## src/rtl/spi_ctrl_pkg.sv

```systemverilog
//------------------------------------------------------------------------------
// Module  : spi_ctrl_pkg
// Purpose : Shared command codes, controller states and defaults for the
//           SPI command controller.
// Revision: 1.0 - initial release
//------------------------------------------------------------------------------
`default_nettype none

package spi_ctrl_pkg;

   localparam int IMG_BYTES_DEFAULT      = 128;
   localparam int TIMEOUT_CYCLES_DEFAULT = 100000;

   typedef enum logic [7:0] {
      CMD_NOP   = 8'h00,
      CMD_LOAD  = 8'h01,
      CMD_CLEAR = 8'h02,
      CMD_INFER = 8'h03
   } cmd_e;

   typedef enum logic [2:0] {
      S_IDLE  = 3'd0,
      S_LOAD  = 3'd1,
      S_CLEAR = 3'd2,
      S_INFER = 3'd3,
      S_WAIT  = 3'd4
   } ctrl_state_e;

endpackage

`default_nettype wire

```

## src/rtl/spi_cmd_controller.sv

```systemverilog
//------------------------------------------------------------------------------
// Module  : spi_cmd_controller
// Purpose : Decodes single-byte SPI commands, streams image payload into the
//           image buffer, clears the buffer and sequences BNN inference.
// Revision: 1.0 - initial release
//------------------------------------------------------------------------------
`default_nettype none

module spi_cmd_controller
   import spi_ctrl_pkg::*;
#(
   parameter int IMG_BYTES      = IMG_BYTES_DEFAULT,
   parameter int ADDR_W         = $clog2(IMG_BYTES),
   parameter int TIMEOUT_CYCLES = TIMEOUT_CYCLES_DEFAULT
) (
   input  logic              clk,
   input  logic              rst_n,
   input  logic [7:0]        i_spi_rx_data,
   input  logic              i_byte_valid,
   output logic              o_byte_taken,
   output logic              o_rx_enable,
   output logic              o_img_wr_en,
   output logic [ADDR_W-1:0] o_img_wr_addr,
   output logic [7:0]        o_img_wr_data,
   output logic              o_infer_start,
   input  logic              i_infer_done,
   output logic              o_img_loaded,
   output logic              o_busy,
   output logic              o_cmd_error
);

   localparam int                TO_W   = $clog2(TIMEOUT_CYCLES + 1);
   localparam logic [ADDR_W-1:0] c_LAST = ADDR_W'(IMG_BYTES - 1);
   localparam logic [TO_W-1:0]   c_TO_TERM = TO_W'(TIMEOUT_CYCLES - 1);

   ctrl_state_e       r_state, w_state_nxt;
   logic              r_guard;
   logic [ADDR_W-1:0] r_byte_cnt, w_byte_cnt_nxt;
   logic [TO_W-1:0]   r_to_cnt, w_to_cnt_nxt;
   logic              r_byte_taken;
   logic              r_wr_en, w_wr_en_nxt;
   logic [ADDR_W-1:0] r_wr_addr, w_wr_addr_nxt;
   logic [7:0]        r_wr_data, w_wr_data_nxt;
   logic              r_infer_start, w_infer_start_nxt;
   logic              r_img_loaded, w_img_loaded_nxt;
   logic              r_cmd_error, w_cmd_error_nxt;

   logic              w_consume;
   logic              w_accept;
   logic              w_timeout;
   cmd_e              w_cmd;

   assign w_consume = (r_state == S_IDLE) || (r_state == S_LOAD);
   assign w_accept  = i_byte_valid && !r_guard && w_consume;
   // An accept on the terminal count wins over the timeout.
   assign w_timeout = (r_state == S_LOAD) && !w_accept && (r_to_cnt == c_TO_TERM);
   assign w_cmd     = cmd_e'(i_spi_rx_data);

   always_ff @(posedge clk or negedge rst_n) begin
      if (!rst_n) r_state <= S_IDLE;
      else        r_state <= w_state_nxt;
   end

   always_comb begin
      w_state_nxt       = r_state;
      w_byte_cnt_nxt    = r_byte_cnt;
      w_to_cnt_nxt      = '0;
      w_wr_en_nxt       = 1'b0;
      w_wr_addr_nxt     = r_wr_addr;
      w_wr_data_nxt     = r_wr_data;
      w_infer_start_nxt = 1'b0;
      w_img_loaded_nxt  = r_img_loaded;
      w_cmd_error_nxt   = r_cmd_error;
      case (r_state)
         S_IDLE: begin
            if (w_accept) begin
               case (w_cmd)
                  CMD_NOP: w_cmd_error_nxt = 1'b0;
                  CMD_LOAD: begin
                     w_cmd_error_nxt  = 1'b0;
                     w_img_loaded_nxt = 1'b0;
                     w_byte_cnt_nxt   = '0;
                     w_state_nxt      = S_LOAD;
                  end
                  CMD_CLEAR: begin
                     // First clear write issues with the command so every
                     // S_CLEAR cycle carries exactly one write.
                     w_cmd_error_nxt  = 1'b0;
                     w_img_loaded_nxt = 1'b0;
                     w_byte_cnt_nxt   = '0;
                     w_wr_en_nxt      = 1'b1;
                     w_wr_addr_nxt    = '0;
                     w_wr_data_nxt    = 8'h00;
                     w_state_nxt      = S_CLEAR;
                  end
                  CMD_INFER: begin
                     if (r_img_loaded) begin
                        w_cmd_error_nxt   = 1'b0;
                        w_infer_start_nxt = 1'b1;
                        w_state_nxt       = S_INFER;
                     end else begin
                        w_cmd_error_nxt = 1'b1;
                     end
                  end
                  default: w_cmd_error_nxt = 1'b1;
               endcase
            end
         end
         S_LOAD: begin
            if (w_accept) begin
               w_wr_en_nxt   = 1'b1;
               w_wr_addr_nxt = r_byte_cnt;
               w_wr_data_nxt = i_spi_rx_data;
               if (r_byte_cnt == c_LAST) begin
                  w_img_loaded_nxt = 1'b1;
                  w_state_nxt      = S_IDLE;
               end else begin
                  w_byte_cnt_nxt = r_byte_cnt + 1'b1;
               end
            end else if (w_timeout) begin
               w_cmd_error_nxt = 1'b1;
               w_state_nxt     = S_IDLE;
            end else begin
               w_to_cnt_nxt = r_to_cnt + 1'b1;
            end
         end
         S_CLEAR: begin
            if (r_wr_addr == c_LAST) begin
               w_state_nxt = S_IDLE;
            end else begin
               w_wr_en_nxt   = 1'b1;
               w_wr_addr_nxt = r_wr_addr + 1'b1;
               w_wr_data_nxt = 8'h00;
            end
         end
         S_INFER: w_state_nxt = S_WAIT;
         S_WAIT: begin
            if (i_infer_done) w_state_nxt = S_IDLE;
         end
         default: w_state_nxt = S_IDLE;
      endcase
   end

   always_ff @(posedge clk or negedge rst_n) begin
      if (!rst_n) begin
         r_guard       <= 1'b0;
         r_byte_cnt    <= '0;
         r_to_cnt      <= '0;
         r_byte_taken  <= 1'b0;
         r_wr_en       <= 1'b0;
         r_wr_addr     <= '0;
         r_wr_data     <= 8'h00;
         r_infer_start <= 1'b0;
         r_img_loaded  <= 1'b0;
         r_cmd_error   <= 1'b0;
      end else begin
         // Guard blocks re-taking the same byte while the receiver still holds it.
         r_guard       <= w_accept || (r_guard && i_byte_valid);
         r_byte_cnt    <= w_byte_cnt_nxt;
         r_to_cnt      <= w_to_cnt_nxt;
         r_byte_taken  <= w_accept;
         r_wr_en       <= w_wr_en_nxt;
         r_wr_addr     <= w_wr_addr_nxt;
         r_wr_data     <= w_wr_data_nxt;
         r_infer_start <= w_infer_start_nxt;
         r_img_loaded  <= w_img_loaded_nxt;
         r_cmd_error   <= w_cmd_error_nxt;
      end
   end

   assign o_byte_taken  = r_byte_taken;
   assign o_rx_enable   = rst_n && w_consume;
   assign o_img_wr_en   = r_wr_en;
   assign o_img_wr_addr = r_wr_addr;
   assign o_img_wr_data = r_wr_data;
   assign o_infer_start = r_infer_start;
   assign o_img_loaded  = r_img_loaded;
   assign o_busy        = (r_state != S_IDLE);
   assign o_cmd_error   = r_cmd_error;

endmodule

`default_nettype wire

```

## config.mk

```make
export PLATFORM = sky130hd
export DESIGN_NAME = spi_cmd_controller
export DESIGN_NICKNAME = d
export VERILOG_FILES = /design/src/rtl/spi_ctrl_pkg.sv /design/src/rtl/spi_cmd_controller.sv
export SDC_FILE = /design/constraint.sdc
export NUM_CORES = 1
export LEC_CHECK = 0
export CAP_MARGIN = 20
export CORE_MARGIN = 10
export CORE_UTILIZATION = 48
export DETAILED_ROUTE_END_ITERATION = 8
export PLACE_DENSITY = 0.71
export SLEW_MARGIN = 20
export SYNTH_ARGS = -nofsm -noshare
export SYNTH_HDL_FRONTEND = slang
export SYNTH_SLANG_ARGS = --single-unit
```

## constraint.sdc

```tcl
create_clock -name clk -period 5.3 [get_ports clk]
set_input_delay 1.06 -clock clk [delete_from_list [all_inputs] [get_ports clk]]
set_output_delay 1.06 -clock clk [all_outputs]
set_load 0.02 [all_outputs]
```

[Word level (Yosys, flattened, before mapping)]
Index checks and enable logic that the tools add are counted.
Cells by class
  add/sub/neg operators: 3
  eq/ne operators: 25
  mux-type cells: 47
  reductions and logical operators: 22
Operator list (number)
  2-to-1 mux 7 bit: 8
  2-to-1 mux 17 bit: 3
  2-to-1 mux 8 bit: 4
  one-hot mux 8 bit (3 select lines): 1
  2-to-1 mux 3 bit: 7
  one-hot mux 7 bit (3 select lines): 1
  != test 2 bit, second input constant: 9
  adder 17 x 1 -> 17 bit, second input constant: 1
  equality test 17 bit, second input constant: 1
  equality test 8 x 2 -> 1 bit, second input constant: 2
  2-to-1 mux 1 bit: 16
  one-hot mux 3 bit (5 select lines): 1
  AND reduction 5 bit: 3
  adder 7 x 1 -> 7 bit, second input constant: 2
  equality test 7 bit, second input constant: 2
  one-hot mux 7 bit (2 select lines): 1
  one-hot mux 3 bit (3 select lines): 1
  equality test 8 x 1 -> 1 bit, second input constant: 1
  logical NOT 8 bit: 1
  AND reduction 7 bit: 1
  equality test 3 x 2 -> 1 bit, second input constant: 2
  logical AND 1 bit: 6
  != test 3 bit, second input constant: 2
  one-hot mux 1 bit (2 select lines): 3
  14 further kinds: 18
Storage, ports and cells
  register bits: 48
  bits of input ports: 12
  output and inout bits: 22
  word-level logic and storage cells: 108

[Depth between registers and ports, before layout]
Gate-level depths: netlist (run 1).
  depth in word-level cells: 9
  gate-level depth with buffers: 8
  gate-level depth less buffers: 6

[Worst setup path after synthesis (run 1)]
Ideal clock, no wire load.
  path kind: input -> register
  start: in i_byte_valid
  end: reg r_wr_addr[0] (netlist: o_img_wr_addr[0])
  setup time: 127 ps
  arrival: 2309 ps
  required time: 5173 ps
  slack: 2863 ps
  stages on the path: 7
  buffers on the path: 1
  cell sequence: or4b_4 buf_6 clkinv_8 nand2_4 and3_4 inv_2 mux2_1
On the way
  cells in the longest elaborated chain, start to end: 4
  elaborated cells between the ends (all ways): 5
  those cells by class: 2 x eq/ne; 3 x reduce/logical
RTL lines
  start, declared: line spi_cmd_controller.sv:19  | input logic i_byte_valid,
  logical AND 1 bit (*) (2 in series): line spi_cmd_controller.sv:54  | assign w_accept = i_byte_valid && !r_guard && w_consume;
  net w_accept: line spi_cmd_controller.sv:49  | logic w_accept;
  != test 2 bit (no line)
  AND reduction 5 bit (no line) (*)
  end signal, assigned: line spi_cmd_controller.sv:163  | r_wr_addr <= w_wr_addr_nxt;
  end, declared: line spi_cmd_controller.sv:42  | logic [ADDR_W-1:0] r_wr_addr, w_wr_addr_nxt;
The timed path passes the listed nets; every way through them passes the cells marked *.
A chain may end at the register's enable or synchronous reset.

[Final worst setup path (run 1)]
  start: in i_spi_rx_data[1]
  end: reg r_wr_addr[0] (netlist: o_img_wr_addr[0])
On the way
  cells in the longest elaborated chain, start to end: 3
RTL lines
  start, declared: line spi_cmd_controller.sv:18  | input logic [7:0] i_spi_rx_data,
  equality test 8 x 2 -> 1 bit: line spi_cmd_controller.sv:77  | case (w_cmd)
  != test 2 x 1 -> 1 bit (no line)
  AND reduction 5 bit (no line)
No other way between the ends.

==> flow_summary.toml, run 1 <==
[status]
status = "finished clean"

[cts]
clockRootBuffer = "clkbuf_8"
cts.repair.resized = 0
postCtsSetupRepairBufs = 0
cts.clk_slew.worst_paths_ns = 0.09
htree_levels = 2
clk_path_buf_depth = 2
cts_tree = "built"
clk_latency_ns = 0.31
cts_buffers = 5
hold_buffers = 0
cts_num_sinks = 48

[finish]
most-common-layout-cells = "dfrtp_1, nand2_1, clkdlybuf4s50_1"
antenna_cells = 0
fillers = 452
design_area_sq_mm = 0.00314
drive_gt1_share_pct = 9.30
areaGrowthSynthToFinish_pct = 18.7
nets = 315
final_common_cell = "dfrtp_1"

[placed_design]
gp_congestion = 0.866
dp_hpwl_microns = 4550
place_area_sq_mm = 0.00301
io_buffers = 33

[worst_setup_path]
worstPathRequired_ns = 5.49
path_class = "input port to flop"
crit_fanout = 14
cp-end-kind = "flop"
worstPathArrival_ns = 3.34
crit_path_start_kind = "input port"

[global_routing]
grt_pass1_wl_microns = 10700
antenna_found_initial = 0
grt-ovfl-total = 0
grt_pass1_vias = 2228
grt_max_degree = 49
grt_usage_pct = 14.8

[die]
core_area_sq_mm = 0.00524
die_area_sq_mm = 0.00888
chipWidth_microns = 94.2
die_height_microns = 94.2
ios = 34
rows = 26
initial_core_util_pct = 50.5

[synthesis]
ys_warn_count = 0
ys.flop_type = "dfrtp_1"
async_flop_share_pct = 100
ys_ff_latch = 48
syn-instance-count = 269
synth-edff-count = 0
syn_area_per_cell_sq_um = 9.83
synth_seq_area_share_pct = 45.4
synth.distinct_cells = 61
syn-cell-area_sq_mm = 0.00264
syn_nets = 284

[route]
drt_wl_total_microns = 6260
drt_iter0_markers = 57
drtAntennaViolNets = 0
firstDrtPassIters = 4
drc = 0
vias = 2179
wire_per_inst_microns = 16.9
via_per_inst = 5.87

[timing]
min_period_ns = 3.15
max_slew_margin_pct = 47.2
slew_violations = 0
final.setup.tns_ns = 0
fin_crit_sh_pct = 59.5
finalSetupViolCount = 0
worst_pin_slew_ns = 0.787
rsz0062_at_grt = "false"
timing.fmax_ghz = 0.317
hold_viol = 0
fin_skew_ns = 0.0105
timing.hold.ws_ns = 0.493

[power]
p_clk_share_pct = 22.5
power_frac_comb_pct = 36.1
vdd_drop_max_v = 0.000222
switching_share_pct = 36.4
p_leak_uw = 0.00124
p_int_uw = 818
p_seq_share_pct = 41.5
power.density_mw_per_mm2 = 410
power_uw = 1290
switchingPower_uw = 469

[hold_path]
hold_path.class = "flop to flop"

[job]
max-cap-violations = 0
==> stage by stage <==
stage               util (%)  setup slack (ns)  instances
finish                  59.9              2.15        371
global route            59.9              2.11        371
CTS                     59.8              2.19        371
floorplan                  -              2.86        269
global placement        57.4              1.99        363
detailed placement      57.4              1.90        363
==> worst max-delay path, cell delays in order <==
cell	delay (ns)
clkdlybuf4s50_1	0.61
nor4bb_1	0.61
nand4b_4	0.29
and3_4	0.35
inv_2	0.10
mux2_1	0.32
==> flip-flops by register name, summed over array words and instances, names as in the netlist, 3 cells and up <==
signal / count
r_to_cnt: 17
r_state: 3
o_img_wr_addr: 7
r_byte_cnt: 7
o_img_wr_data: 8
==> cells in the mapped netlist (6+ instances only) <==
cell type / count / area [sq um]
nand3_1: 15 / 75.1
o21ai_1: 9 / 45.0
a21oi_1: 7 / 35.0
nor3_1: 8 / 40.0
nor2_1: 23 / 86.3
clkbuf_1: 6 / 22.5
nor4_1: 6 / 37.5
xnor2_1: 10 / 87.6
o21ai_0: 6 / 30.0
nand2_1: 32 / 120
dfrtp_1: 48 / 1200
nand4_1: 14 / 87.6
==> logic make-up after synthesis <==
| group | synth area share [%] |
|---|---|
| AOI/OAI and AO/OA | 14.2 |
| adders and majority gates | 1.42 |
| DFF | 45.4 |
| buffers and inverters | 3.69 |
| muxes | 1.70 |
| xor gates and xnor gates | 4.97 |
| and+or+nand+nor | 28.6 |
==> per-layer routing <==
| layer | vias to the layer above | GRT usage (%) | routed length, microns |
|---|---|---|---|
| li1 | 1058 | - | - |
| met1 | 1052 | 18.9 | 2860 |
| met2 | 60 | 23.7 | 2970 |
| met3 | 9 | 3.60 | 327 |
| met4 | 0 | 5.32 | 98 |
| met5 | - | 0 | 0 |
==> final cells by class <==
type	count	area (sq um)	area share (%)
multi-input combinational	205	1350	43.1
clock inverter	1	30.0	0.957
tap	70	87.6	2.79
clock buffer	7	96.3	3.07
inverter	5	31.3	0.997
sequential	48	1200	38.3
timing repair buffer	35	340	10.8
==> power groups by stage <==
| stage | registers [uW] | clock network, uW | logic, uW |
|---|---|---|---|
| 2_1_floorplan | 568 | 0 | 238 |
| 3_3_place_gp | 538 | 0 | 459 |
| 6_report | 534 | 289 | 464 |
| 3_5_place_dp | 540 | 0 | 465 |
| 5_1_grt | 547 | 309 | 508 |
| 4_1_cts | 532 | 297 | 467 |
==> worst paths after layout <==
check,endpoint,slack (ns),cells after the start,from
max,o_img_wr_addr[0],2.15,6,i_spi_rx_data[1]
min reg2reg,r_to_cnt[0],0.49,1,r_to_cnt[0]
min,r_to_cnt[0],0.49,1,r_to_cnt[0]
max in group asynchronous,o_img_wr_data[1],4.01,2,rst_n
min in group asynchronous,r_state[2],0.88,2,rst_n
max reg2reg,o_img_wr_addr[0],2.86,6,o_img_wr_addr[0]
No activity file was read; power rests on OpenSTA's default activity.
==> run 2, diff against run 1 <==
- clock period: 5.3 -> 3.1 ns (I/O delays scaled with it)
==> flow_summary.toml, run 2 (synthesis results as in run 1) <==
[placed_design]
io_buffers = 33
dp_hpwl_microns = 4530
dp_slack_ns = 0.374
gp_congestion = 0.846

[timing]
final.setup.tns_ns = 0
finalSetupViolCount = 0
timing.fmax_ghz = 0.400
fin_crit_sh_pct = 80.6
hold_viol = 0
fin_skew_ns = 0.00593
rsz0062_at_grt = "false"
setup_ws_ns = 0.601
min_period_ns = 2.50
worst_pin_slew_ns = 0.804
max_slew_margin_pct = 46.0
slew_violations = 0

[finish]
regMostFlops = "r_to_cnt"
drive_gt1_share_pct = 10.2
antenna_cells = 0
most-common-layout-cells = "dfrtp_1, nand2_1, clkdlybuf4s50_1"
areaGrowthSynthToFinish_pct = 18.0
fillers = 442
final_common_cell = "dfrtp_1"
largest_reg_flops = 17
nets = 318

[cts]
postCtsSetupRepairBufs = 0
cts_tree = "built"
clk_path_buf_depth = 2
cts_num_sinks = 48
hold_buffers = 0
clk_latency_ns = 0.29
cts.clk_slew.worst_paths_ns = 0.09
htree_levels = 2
clockRootBuffer = "clkbuf_8"
cts_buffers = 5
cts.repair.resized = 0

[power]
power.density_mw_per_mm2 = 671
power_uw = 2100
vdd_drop_max_v = 0.000467
p_leak_uw = 0.00124

[global_routing]
antenna_found_initial = 0
grt_pass1_wl_microns = 10200
grt-ovfl-total = 0
grt_pass1_vias = 2155
grt_max_degree = 49
grt_usage_pct = 14.0

[route]
wire_per_inst_microns = 16.3
vias = 2151
drt_wl_total_microns = 6100
drtAntennaViolNets = 0
drc = 0
firstDrtPassIters = 4
via_per_inst = 5.75
drt_iter0_markers = 80

[die]
die_height_microns = 94.2
rows = 26
chipWidth_microns = 94.2
ios = 34
initial_core_util_pct = 50.5
core_area_sq_mm = 0.00524
die_area_sq_mm = 0.00888

[job]
max-cap-violations = 0

[status]
status = "finished clean"

[worst_setup_path]
path_class = "flop to output port"
worstPathRequired_ns = 2.48
crit_fanout = 9
cp-end-kind = "output port"
worstPathArrival_ns = 1.88
crit_path_start_kind = "flop"

[hold_path]
hold_path.class = "input port to asynchronous set/reset pin"
-- run 2: changes by cell type in the layout (fill, tap and decap cells not counted), sizes merged --
cell    delta
buf        +3
bufinv     -1
clkbuf     -1
clkinv     +2
-- run 2: critical path: stages, from the launching register on --
cell and delay, ns:
dfrtp_1 0.47, or3_1 0.53, clkdlybuf4s50_1 0.60
-- run 2: power breakdown --
part	total, uW	switching (uW)	leakage (uW)	internal, uW
logic	824	453	0.000547	371
clock network	383	205	0.0000510	178
registers	888	133	0.000644	755
total	2100	791	0.00124	1300
-- run 2: final timing paths --
path                                  start                to  slack [ns]  cells past startpoint
max                              r_state[1]            o_busy        0.60                      2
min                                   rst_n      r_to_cnt[12]        0.45                      2
max reg2reg                o_img_wr_addr[0]  o_img_wr_addr[0]        0.65                      6
min reg2reg                     r_to_cnt[0]       r_to_cnt[0]        0.49                      1
max in group asynchronous             rst_n       r_to_cnt[8]        2.24                      2
min in group clk                r_to_cnt[0]       r_to_cnt[0]        0.49                      1
-- run 2: final cells by class --
class | instances | area (sq um) | share of cell area, %
Clock buffer | 6 | 82.6 | 2.65
Inverter | 5 | 31.3 | 1.00
Sequential cell | 48 | 1200 | 38.5
Timing Repair Buffer | 38 | 363 | 11.6
Tap cell | 70 | 87.6 | 2.81
Multi-Input combinational cell | 205 | 1350 | 43.1
Clock inverter | 2 | 10.0 | 0.321
-- run 2: layer usage --
metal,track usage (%),wire (microns),up-vias
met5,0,0,-
met4,3.29,29,0
met2,22.9,2900,49
met1,18.1,2920,1039
met3,3.44,252,2
li1,-,-,1061
-- run 2: stage by stage --
step                      utilization, %  hold slack [ns]  instance area, sq um  std cells
after global placement              57.8            0.477                  3030        366
after floorplan                        -            0.324                  2640        269
after global routing                59.6            0.508                  3120        374
final                               59.6            0.448                  3120        374
after CTS                           59.6            0.475                  3120        374
after detailed placement            57.8            0.484                  3030        366
